### src/rtl/instr_fetch_ctrl_pkg.sv
// Shared types for the instruction fetch controller: instruction word layout
// and the controller FSM state encoding.
package instr_fetch_ctrl_pkg;

  typedef struct packed {
    logic [6:0]  opcode;
    logic [4:0]  rd;
    logic [19:0] operand;
  } instruction_s;

  typedef enum logic [1:0] {
    IDLE = 2'd0,
    LOAD = 2'd1,
    RUN  = 2'd2,
    HALT = 2'd3
  } ctrl_state_e;

endpackage

### src/rtl/instr_fetch_ctrl_if.sv
// Loader and instruction-memory bus of the fetch controller. The controller
// side is the master modport; the loader/memory environment is the slave.
interface instr_fetch_ctrl_if #(
  parameter int addr_width_p = 10
) ();
  import instr_fetch_ctrl_pkg::*;

  // Loader handshake: a word transfers in a cycle where load_valid_i and
  // load_ready_o are both high; load_valid_i and its payload must be held
  // until that cycle. load_ready_o is high only while loading.
  logic                    load_valid_i;
  logic [addr_width_p-1:0] load_addr_i;
  instruction_s            load_instr_i;
  logic                    load_done_i;
  logic                    load_ready_o;

  logic [addr_width_p-1:0] imem_addr_o;
  instruction_s            imem_instr_o;
  logic                    imem_wen_o;
  logic                    imem_nop_o;

  modport master (
    input  load_valid_i, load_addr_i, load_instr_i, load_done_i,
    output load_ready_o, imem_addr_o, imem_instr_o, imem_wen_o, imem_nop_o
  );

  modport slave (
    output load_valid_i, load_addr_i, load_instr_i, load_done_i,
    input  load_ready_o, imem_addr_o, imem_instr_o, imem_wen_o, imem_nop_o
  );

endinterface

### src/rtl/instr_fetch_ctrl.sv
// Fetch controller: loads a program into a synchronous instruction memory,
// then streams PCs to it with stall, branch-squash and halt control.
module instr_fetch_ctrl
  import instr_fetch_ctrl_pkg::*;
#(
  parameter int addr_width_p = 10
) (
  input  logic                    clk,
  input  logic                    reset_n,
  instr_fetch_ctrl_if.master      bus,
  input  logic                    start_i,
  input  logic [addr_width_p-1:0] start_pc_i,
  input  logic                    stall_i,
  input  logic                    halt_i,
  input  logic                    branch_taken_i,
  input  logic [addr_width_p-1:0] branch_target_i,
  output logic [addr_width_p-1:0] fetch_pc_o,
  output logic                    fetch_valid_o,
  output ctrl_state_e             state_o,
  output logic [addr_width_p:0]   load_count_o
);

  localparam logic [addr_width_p:0]   depth_lp  = {1'b1, {addr_width_p{1'b0}}};
  localparam logic [addr_width_p:0]   cnt_one_lp = 1;
  localparam logic [addr_width_p-1:0] pc_one_lp  = 1;

  ctrl_state_e             state_q, state_d;
  logic [addr_width_p-1:0] pc_q, pc_d;
  logic [addr_width_p:0]   count_q, count_d;
  logic [addr_width_p-1:0] fetch_pc_q;
  logic                    fetch_valid_q;

  logic                    load_ready;
  logic                    wen;
  logic                    nop;
  logic [addr_width_p-1:0] addr;
  instruction_s            instr;

  always_comb begin
    state_d    = state_q;
    pc_d       = pc_q;
    count_d    = count_q;
    load_ready = 1'b0;
    wen        = 1'b0;
    nop        = 1'b1;
    addr       = pc_q;
    instr      = '0;
    unique case (state_q)
      IDLE: begin
        if (bus.load_valid_i) begin
          state_d = LOAD;
          count_d = '0;
        end else if (start_i) begin
          state_d = RUN;
          pc_d    = start_pc_i;
        end
      end
      LOAD: begin
        load_ready = 1'b1;
        if (bus.load_valid_i) begin
          wen   = 1'b1;
          nop   = 1'b0;
          addr  = bus.load_addr_i;
          instr = bus.load_instr_i;
          if (count_q != depth_lp) count_d = count_q + cnt_one_lp;
        end
        if (bus.load_done_i) state_d = IDLE;
      end
      RUN: begin
        nop = 1'b0;
        // halt beats branch beats stall; squashed slots drive nop
        if (halt_i) begin
          nop     = 1'b1;
          state_d = HALT;
        end else if (branch_taken_i) begin
          nop  = 1'b1;
          pc_d = branch_target_i;
        end else if (!stall_i) begin
          pc_d = pc_q + pc_one_lp;
        end
      end
      HALT: begin
        if (start_i) begin
          state_d = RUN;
          pc_d    = start_pc_i;
        end
      end
      default: state_d = IDLE;
    endcase
  end

  always_ff @(posedge clk or negedge reset_n) begin
    if (!reset_n) begin
      state_q       <= IDLE;
      pc_q          <= '0;
      count_q       <= '0;
      fetch_pc_q    <= '0;
      fetch_valid_q <= 1'b0;
    end else begin
      state_q       <= state_d;
      pc_q          <= pc_d;
      count_q       <= count_d;
      // memory output lags its address by one cycle
      fetch_pc_q    <= addr;
      fetch_valid_q <= (state_q == RUN) && !nop;
    end
  end

  assign bus.load_ready_o = load_ready;
  assign bus.imem_wen_o   = wen;
  assign bus.imem_nop_o   = nop;
  assign bus.imem_addr_o  = addr;
  assign bus.imem_instr_o = instr;
  assign fetch_pc_o       = fetch_pc_q;
  assign fetch_valid_o    = fetch_valid_q;
  assign state_o          = state_q;
  assign load_count_o     = count_q;

endmodule

### src/flat_wrapper.sv
// flat-port wrapper written by rule: the top's interface ports become plain ports
module instr_fetch_ctrl_flat import instr_fetch_ctrl_pkg::*;
#(
  parameter int addr_width_p = 10
)
  (clk, reset_n, start_i, start_pc_i, stall_i, halt_i, branch_taken_i, branch_target_i, fetch_pc_o, fetch_valid_o, state_o, load_count_o, bus_load_valid_i, bus_load_addr_i, bus_load_instr_i, bus_load_done_i, bus_load_ready_o, bus_imem_addr_o, bus_imem_instr_o, bus_imem_wen_o, bus_imem_nop_o);
  instr_fetch_ctrl_if #(.addr_width_p(addr_width_p)) bus_i ();
  input  logic clk;
  input  logic reset_n;
  input  logic start_i;
  input  logic [addr_width_p-1:0] start_pc_i;
  input  logic stall_i;
  input  logic halt_i;
  input  logic branch_taken_i;
  input  logic [addr_width_p-1:0] branch_target_i;
  output logic [addr_width_p-1:0] fetch_pc_o;
  output logic fetch_valid_o;
  output ctrl_state_e state_o;
  output logic [addr_width_p:0] load_count_o;
  input wire logic [$bits(bus_i.load_valid_i)-1:0] bus_load_valid_i;
  input wire logic [$bits(bus_i.load_addr_i)-1:0] bus_load_addr_i;
  input wire logic [$bits(bus_i.load_instr_i)-1:0] bus_load_instr_i;
  input wire logic [$bits(bus_i.load_done_i)-1:0] bus_load_done_i;
  output wire logic [$bits(bus_i.load_ready_o)-1:0] bus_load_ready_o;
  output wire logic [$bits(bus_i.imem_addr_o)-1:0] bus_imem_addr_o;
  output wire logic [$bits(bus_i.imem_instr_o)-1:0] bus_imem_instr_o;
  output wire logic [$bits(bus_i.imem_wen_o)-1:0] bus_imem_wen_o;
  output wire logic [$bits(bus_i.imem_nop_o)-1:0] bus_imem_nop_o;
  assign bus_i.load_valid_i = bus_load_valid_i;
  assign bus_i.load_addr_i = bus_load_addr_i;
  assign bus_i.load_instr_i = bus_load_instr_i;
  assign bus_i.load_done_i = bus_load_done_i;
  assign bus_load_ready_o = bus_i.load_ready_o;
  assign bus_imem_addr_o = bus_i.imem_addr_o;
  assign bus_imem_instr_o = bus_i.imem_instr_o;
  assign bus_imem_wen_o = bus_i.imem_wen_o;
  assign bus_imem_nop_o = bus_i.imem_nop_o;
  instr_fetch_ctrl #(.addr_width_p(addr_width_p)) u_core (.clk(clk), .reset_n(reset_n), .bus(bus_i), .start_i(start_i), .start_pc_i(start_pc_i), .stall_i(stall_i), .halt_i(halt_i), .branch_taken_i(branch_taken_i), .branch_target_i(branch_target_i), .fetch_pc_o(fetch_pc_o), .fetch_valid_o(fetch_valid_o), .state_o(state_o), .load_count_o(load_count_o));
endmodule
### config.mk
export PLATFORM = sky130hd
export DESIGN_NAME = instr_fetch_ctrl_flat
export DESIGN_NICKNAME = d
export VERILOG_FILES = /design/src/rtl/instr_fetch_ctrl_pkg.sv /design/src/rtl/instr_fetch_ctrl_if.sv /design/src/rtl/instr_fetch_ctrl.sv /design/src/flat_wrapper.sv
export SDC_FILE = /design/constraint.sdc
export NUM_CORES = 1
export LEC_CHECK = 0
export BUFFER_PORTS_ARGS = -buffer_cell sky130_fd_sc_hd__clkbuf_2
export CAP_MARGIN = 20
export CORE_UTILIZATION = 46
export DETAILED_ROUTE_END_ITERATION = 7
export PLACE_DENSITY_LB_ADDON = 0.12
export RECOVER_POWER = 50
export SYNTH_ARGS = -nofsm -noshare
export SYNTH_HDL_FRONTEND = slang
export SYNTH_SLANG_ARGS = --single-unit
### constraint.sdc
create_clock -name clk -period 4.99 [get_ports clk]
set_clock_uncertainty 0.15 [all_clocks]
set_input_delay 0.499 -clock clk [delete_from_list [all_inputs] [get_ports clk]]
set_output_delay 0.499 -clock clk [all_outputs]
set_load 0.02 [all_outputs]
## After elaboration in Yosys (flattened, before gate mapping)

Index checks and enable logic that the tools add are counted.

| storage, ports and cells | value |
|---|---|
| output and inout bits | 69 |
| register bits after elaboration | 34 |
| input bits | 70 |

| cells by class | value |
|---|---|
| reductions and logical operators | 8 |
| $add $sub $neg | 2 |
| eq/ne operators | 12 |
| multiplexer cells | 26 |

Operators with widths:

| operator | number |
|---|---|
| $mux W10 | 7 |
| $mux W32 | 2 |
| $mux W11 | 3 |
| $pmux W10 S3 | 1 |
| $pmux W11 S2 | 1 |
| $ne A2 B2 Y1 const B | 6 |
| $add A11 B1 Y11 const B | 1 |
| $ne A11 B11 Y1 const B | 1 |
| $add A10 B1 Y10 const B | 1 |
| $mux W2 | 4 |
| $pmux W2 S4 | 1 |
| $reduce_and A4 Y1 | 2 |
| $mux W1 | 6 |
| $eq A2 B2 Y1 const B | 2 |
| $ne A3 B3 Y1 const B | 1 |
| $reduce_bool A3 Y1 | 1 |
| $eq A2 B1 Y1 const B | 1 |
| $logic_not A2 Y1 | 1 |
| $ne A2 B1 Y1 const B | 1 |
| $pmux W1 S2 | 1 |
| $reduce_and A2 Y1 | 1 |
| $reduce_bool A2 Y1 | 1 |
| $logic_and A1 B1 Y1 | 1 |
| $logic_not A1 Y1 | 1 |

## Logic depth before layout (Yosys ltp)

Gate-level depths: netlist of the first run.

| logic depth | value |
|---|---|
| word-level depth | 5 |
| depth in mapped cells | 7 |
| mapped depth without buffers | 6 |

## Worst setup path after synthesis of the first run

No wires, ideal clock.

| path | value |
|---|---|
| path type | register to output |
| start | reg u_core.state_q[1], in the netlist u_core.state_o[1] |
| end | out bus_imem_addr_o[4] |
| path slack | 2318 ps |
| stages on the path, launching flop included | 7 |
| required time | 4341 ps |
| arrival | 2023 ps |
| cells stage by stage | dfrtp_1 -> inv_1 -> ha_1 -> and2_1 -> clkbuf_1 -> buf_2 -> o21ai_0 |

| on the way | value |
|---|---|
| word-level cells in the longest chain between the ends | 2 |

Ends and longest elaborated chain:

| what | RTL line | source |
|---|---|---|
| from (decl) | instr_fetch_ctrl.sv:27 | `ctrl_state_e state_q, state_d;` |
| from (signal assigned) | instr_fetch_ctrl.sv:100 | `state_q <= state_d;` |
| $eq A2 B1 Y1 | instr_fetch_ctrl.sv:48 | `unique case (state_q)` |
| $mux W10 | instr_fetch_ctrl.sv:48 |  |
| to (decl) | flat_wrapper.sv:25 | `output wire logic [$bits(bus_i.imem_addr_o)-1:0] bus_imem_addr_o;` |

Every way passes these cells.

## Worst setup path in the final report of the first run

| path | value |
|---|---|
| start | reg u_core.state_q[1], in the netlist u_core.state_o[1] |
| end | out bus_imem_addr_o[3] |

Same word-level chain as after synthesis.

==> metrics.txt, run 1 <==
worst-skew pair later-pin latency=0.29 ns; CP Launch Type=flip-flop; Multi-input gate area=1330 um^2; Yosys top cell by area=dfrtp_1; vias in the first global route=2170; Critical Path Fanout Max=50; RSZ-0062 raised after global routing=false; final hold violation count=0; CP endpoint kind=output pin; final worst-path cycle share=0.635; H-Tree Depth=2; DRC=0; WP data required=4.34 ns; area grow syn2layout=34.3%; CTS tree=done; largest net degree at the start of global routing=51; combinational share of power=0.566; Sequential Power Share=0.301; initial antenna violation count=0; worst setup path class=flip-flop to output pin; total wire length=6500 um; DR WL/cell=14.2 um; post-DP HPWL=4790 um; Mean Syn Cell Area=8.90 um^2; start point of the critical path=u_core.state_o[1]$_DFFE_PN0P_; Ys Warns=0; Worst Path Arrival=2.52 ns; Pleak=1.65 nW; Synth Register Bits=34; Final #Nets=467; Layout Cells excl Fill=456; Switching Share=0.494; Syn Inst Count=257; type of the worst min-delay path=primary input to flip-flop; distinct cell type count after synthesis=45; layout cell share with drive strength beyond 1=0.365; first-pass GRT wire length=10200 um; synthesized area=2290 um^2; final setup fails=0; Iteration-0 DRC Markers=163; worst vdd ir=0.274 mV; Die X-Extent=72.5 um; total of max-cap violations=1; ys async rst share=1.00; Via density=5.38; gr usage total=0.248; Placer Congestion=0.971; Detail Route Antenna Nets=0; Cell Int Power=832 uW; Worst Tran Pin Value=1.85 ns; core area=4750 um^2; Tot Pwr=1.64 mW; sequential share of the synthesized area=0.372; violated checks=capacitance limit, slew limit; # diodes=0; clk sink count=34; share of the synthesized area in the top cell type=0.372; Pre-antenna DRT Iters=4; die area=5260 um^2; Slew HR=-0.234; Layout Utilization=0.646; FMAX=315 MHz; Sum Neg Setup Slack=0 ns; post-route minimum period=3.17 ns; Setup Buffers After CTS=0; top-count cell post-synth=and3_1; syn nets=336; grt total ovfl=0; row count=25; Min-Delay Startpoint=start_pc_i[8]; EDFF count, synth=0; top post-synthesis cells by area=dfrtp_1 (37%), and3_1 (9.6%), mux2_2 (7.4%); maximum buffer depth of the clock tree=2; DR vias=2453; die height=72.5 um; clk root buf=clkbuf_8; sw power=811 uW; Hold Buf Count CTS=0; Clk pin slew, worst setup/hold paths=0.08 ns; CTS Buf Count=5; initial core utilization=0.481; dpl cells=448; register cell area after layout=851 um^2; fill cell count=442; Buffers on Ports=138; Main synth FF type=dfrtp_1; number of I/O pins=139; Pins Over Slew Limit=35; Clk network pwr share=0.133; Post-CTS Resized=0; top cell types by occurrence after synthesis=and3_1 (35), dfrtp_1 (34), o21ai_0 (18), nand2_1 (17), mux2_2 (15); pwr/cell area=535 nW/um^2; status=finished with violations; reg2reg start=u_core.state_o[0]$_DFFE_PN0P_
stage by stage:
| step | hold WS, ns | setup slack [ns] | cell area [um^2] |
|---|---|---|---|
| 2_1_floorplan | 0.0534 | 2.32 | 2290 |
| 3_3_place_gp | 0.412 | 2.22 | 3010 |
| 3_5_place_dp | 0.414 | 2.13 | 3010 |
| 4_1_cts | 0.190 | 1.80 | 3110 |
| 5_1_grt | 0.292 | 1.61 | 3070 |
| 6_report | 0.291 | 1.82 | 3070 |
power by group through the flow:
stage	clock, mW	sequential, mW	combinational (mW)
after floorplan	0	0.536	0.606
after global placement	0	0.491	0.930
after detailed placement	0	0.497	0.945
after CTS	0.224	0.490	0.950
after global routing	0.236	0.510	1.02
final	0.219	0.495	0.929
cells in the final DEF (no fill, tap or decap), types with 4 or more instances in the layout:
| cell | Yosys | routed |
|---|---|---|
| mux2_2 | 15 | 15 |
| nand2_1 | 17 | 17 |
| o21ai_0 | 18 | 18 |
| nand4_1 | 8 | 8 |
| clkbuf_2 | 0 | 113 |
| nor2_1 | 9 | 9 |
| a21oi_1 | 12 | 12 |
| a22o_1 | 9 | 9 |
| nand3_1 | 6 | 6 |
| a31oi_1 | 5 | 5 |
| inv_1 | 11 | 12 |
| nor3_1 | 6 | 6 |
| a21o_1 | 4 | 4 |
| and3_1 | 35 | 35 |
| dfrtp_1 | 34 | 34 |
| clkbuf_1 | 12 | 26 |
| nand2b_1 | 5 | 5 |
| clkbuf_8 | 0 | 6 |
| ha_1 | 9 | 9 |
per-layer routing:
layer | track usage | vias up | wire length (um)
li1 | - | 1211 | -
met3 | 0.0569 | 9 | 462
met2 | 0.396 | 106 | 3010
met5 | 0 | - | 0
met1 | 0.332 | 1127 | 2930
met4 | 0.0784 | 0 | 87
worst max-delay path: stages (launching register included):
cell and delay [ns]:
dfrtp_1 0.45, inv_1 0.13, ha_1 0.15, buf_4 0.36, and2_1 0.55, mux2_2 0.41
clkbuf_2 0.16
final cells by class:
| cell class | instances | area share |
|---|---|---|
| Clock buffer | 6 | 0.0269 |
| Clock inverter | 2 | 0.00407 |
| Inverter | 12 | 0.0147 |
| Multi-Input combinational cell | 195 | 0.432 |
| Sequential cell | 34 | 0.277 |
| Tap cell | 67 | 0.0273 |
| Timing Repair Buffer | 140 | 0.218 |
logic make-up (layout without fill, tap and decap cells):
group                      after synthesis  in the layout  synth area share
DFF                                     34             34             0.372
AOI/OAI and AO/OA                       65             65             0.189
buffers and inverters                   28            160            0.0481
xor gates and xnor gates                 3              3            0.0115
muxes                                   17             17            0.0826
adders and majority gates                9              9            0.0492
and+or+nand+nor                        101            101             0.248
state kept, by name, summed over array words and instances, names as in the netlist:
register,flops
u_core.fetch_pc_o,10
u_core.pc_q,10
u_core.fetch_valid_o,1
u_core.load_count_o,11
u_core.state_o,2
final timing paths:
| check | depth (start not counted) | end | slack, ns |
|---|---|---|---|
| setup / recovery | 6 | bus_imem_addr_o[3] | 1.82 |
| hold / removal | 3 | u_core.pc_q[8]$_DFFE_PN0P_ | 0.29 |
| setup reg to reg | 6 | u_core.pc_q[0]$_DFFE_PN0P_ | 2.49 |
| hold reg to reg | 1 | u_core.load_count_o[10]$_DFFE_PN0P_ | 0.43 |
| max in group asynchronous | 1 | u_core.pc_q[9]$_DFFE_PN0P_ | 3.07 |
| min in group asynchronous | 1 | u_core.fetch_pc_o[9]$_DFF_PN0_ | 0.56 |
Power figures use the tool's default switching activity.
==> run 2, diff against run 1 <==
- CORE_UTILIZATION: 46 -> 39
- clock period: 4.99 -> 2.7 ns (I/O delays scaled with it)
==> metrics.txt, run 2 (same netlist as run 1, synthesis figures left out) <==
worst vdd ir=0.467 mV (+71%); Clk pin slew, worst setup/hold paths=0.08 ns (about the same); CP Launch Type=flip-flop; Worst Path Arrival=2.50 ns (-0.02 ns); pwr/cell area=1030 nW/um^2 (+92%); die height=78.6 um (+8.4%); most frequent cells in the layout=clkbuf_2 (114), and3_1 (35), dfrtp_1 (34), clkbuf_1 (24), o21ai_0 (18); FF-to-FF setup slack=0.23 ns (-2.26 ns); grt total ovfl=0 (unchanged); Multi-input gate area=1330 um^2 (about the same); number of buffer and inverter stages on the critical path=1 (-2); Worst Tran Pin Value=0.856 ns (-0.996 ns); number of I/O pins=139 (unchanged); fill cell count=570 (+29%); Via density=5.39 (+0.13%); DR vias=2494 (+1.7%); Cell Int Power=1.70 mW (+100%); Detail Route Antenna Nets=0 (unchanged); Final #Nets=469 (+0.43%); Largest stage delay, worst path=0.50 ns (-0.05 ns); RSZ-0062 raised after global routing=false; Clk network pwr share=0.178 (+0.045); die area=6180 um^2 (+17%); FMAX=405 MHz; Placer Congestion=0.899 (-7.3%); Sequential Power Share=0.280 (-0.021); gr usage total=0.219 (-0.0285); Pins Over Slew Limit=0 (-100%); WP data required=2.73 ns (-1.61 ns); row count=27 (+8.0%); H-Tree Depth=2 (unchanged); combinational share of power=0.541 (-0.025); initial antenna violation count=0 (unchanged); core area=5570 um^2 (+17%); most common library cell in the layout ignoring fill and taps=clkbuf_2; vias in the first global route=2210 (+1.8%); Slew HR=0.430 (+0.664); post-route minimum period=2.47 ns; first-pass GRT wire length=10500 um (+3.6%); total of max-cap violations=0 (-1); final instance area=3150 um^2 (+2.4%); layout cell share with drive strength beyond 1=0.363 (-0.00187); worst setup path class=flip-flop to flip-flop; max FFs per register=11 (unchanged); register cell area after layout=851 um^2 (unchanged); sw power=1.53 mW (+88%); Setup Buffers After CTS=0 (unchanged); delay-heaviest family, CP=simple AND/OR/NAND/NOR gates; clk root buf=clkbuf_8; Switching Share=0.473 (-0.0209); clk sink count=34 (unchanged); Sum Neg Setup Slack=0 ns (unchanged); post-DP HPWL=5070 um (+5.9%); Layout Cells excl Fill=463 (+1.5%); worst-skew pair later-pin latency=0.29 ns (about the same); type of the worst min-delay path=primary input to flip-flop; final worst-path cycle share=0.915; CP endpoint kind=flip-flop; Buffers on Ports=138 (unchanged); final setup fails=0 (unchanged); Pleak=1.68 nW (+2.3%); CTS Buf Count=5 (unchanged); largest net degree at the start of global routing=50 (-2.0%); total wire length=6760 um (+4.1%); # diodes=0 (unchanged); placed instance area=3030 um^2 (+0.46%); dpl cells=454 (+1.3%); initial core utilization=0.411 (-0.0708); Die X-Extent=78.6 um (+8.4%); DRC=0 (unchanged); area grow syn2layout=37.5%; Critical Path Fanout Max=15 (-70%); final hold violation count=0 (unchanged); maximum buffer depth of the clock tree=2 (unchanged); Pre-antenna DRT Iters=4 (unchanged); DR WL/cell=14.6 um (+2.6%); status=finished, final reports clean; Iteration-0 DRC Markers=134 (-18%); CTS tree=done; critical-path cell list=inv_1 -> ha_1 -> nand2b_1 -> a2bb2oi_1 -> nor2_2 -> mux2_2; Worst path slowest cell=ha_1
[run 2: cell count changes in the layout (fill, tap and decap cells not counted), moves of 2 or more]
cell,delta
mux2_1,+5
mux2_2,-5
buf_4,+2
bufinv_16,+2
clkbuf_1,-2
[run 2: routing by layer]
metal,GRT usage,wire length [um],vias up
met1,0.303,3100,1142
met5,0,0,-
met3,0.0581,624,15
li1,-,-,1211
met2,0.326,2920,126
met4,0.0778,119,0
[run 2: power groups by stage]
stage                     Combinational (mW)  Sequential, mW  Clock (mW)
after floorplan                         1.12           0.991           0
after global placement                  1.76           0.908           0
after detailed placement                1.77           0.912           0
after CTS                               1.78           0.902       0.587
after global routing                    1.91           0.938       0.608
final                                   1.75           0.905       0.575
[run 2: repair_timing]
action / 4_1_cts / 5_1_grt
endpoints found under the hold margin: 34 / 0
hold buffers: 1 / 0
resized for setup: 0 / 1
setup endpoints to repair: 0 / 6
[run 2: tightest hold or removal path, delay by kind of cell]
kind                   cells  cell delay [ns]
AOI/OAI and AO/OA          1             0.08
buffers and inverters      1             0.07
and+or+nand+nor            1             0.03
[run 2: path summary, 6_finish.rpt]
check	cells past startpoint	from	end
worst min register to register	1	u_core.load_count_o[0]$_DFFE_PN0P_	u_core.load_count_o[0]$_DFFE_PN0P_
min in group asynchronous	2	reset_n	u_core.load_count_o[7]$_DFFE_PN0P_
worst min-delay path	3	bus_load_addr_i[5]	u_core.fetch_pc_o[5]$_DFF_PN0_
max in group asynchronous	2	reset_n	u_core.fetch_valid_o$_DFF_PN0_
worst max-delay path	6	u_core.state_o[0]$_DFFE_PN0P_	u_core.pc_q[0]$_DFFE_PN0P_
worst max register to register	6	u_core.state_o[0]$_DFFE_PN0P_	u_core.pc_q[0]$_DFFE_PN0P_
[run 2: cell type report]
class,instances,area share
multi-input cells,195,0.422
clock buffers,5,0.0219
well taps,72,0.0286
flip-flops and latches,34,0.270
inverters,12,0.0143
clock inverters,3,0.0219
repair buffers,142,0.220
[run 2: through the flow]
step / hold slack (ns) / power, mW / util / worst slack (ns)
finish: 0.0658 / 3.23 / 0.564 / 0.228
global placement: 0.281 / 2.66 / 0.543 / 0.351
floorplan: -0.176 / 2.11 / - / 0.257
detailed placement: 0.276 / 2.68 / 0.543 / 0.273
global route: 0.0664 / 3.46 / 0.564 / 0.0509
CTS: 0.0601 / 3.27 / 0.569 / 0.118
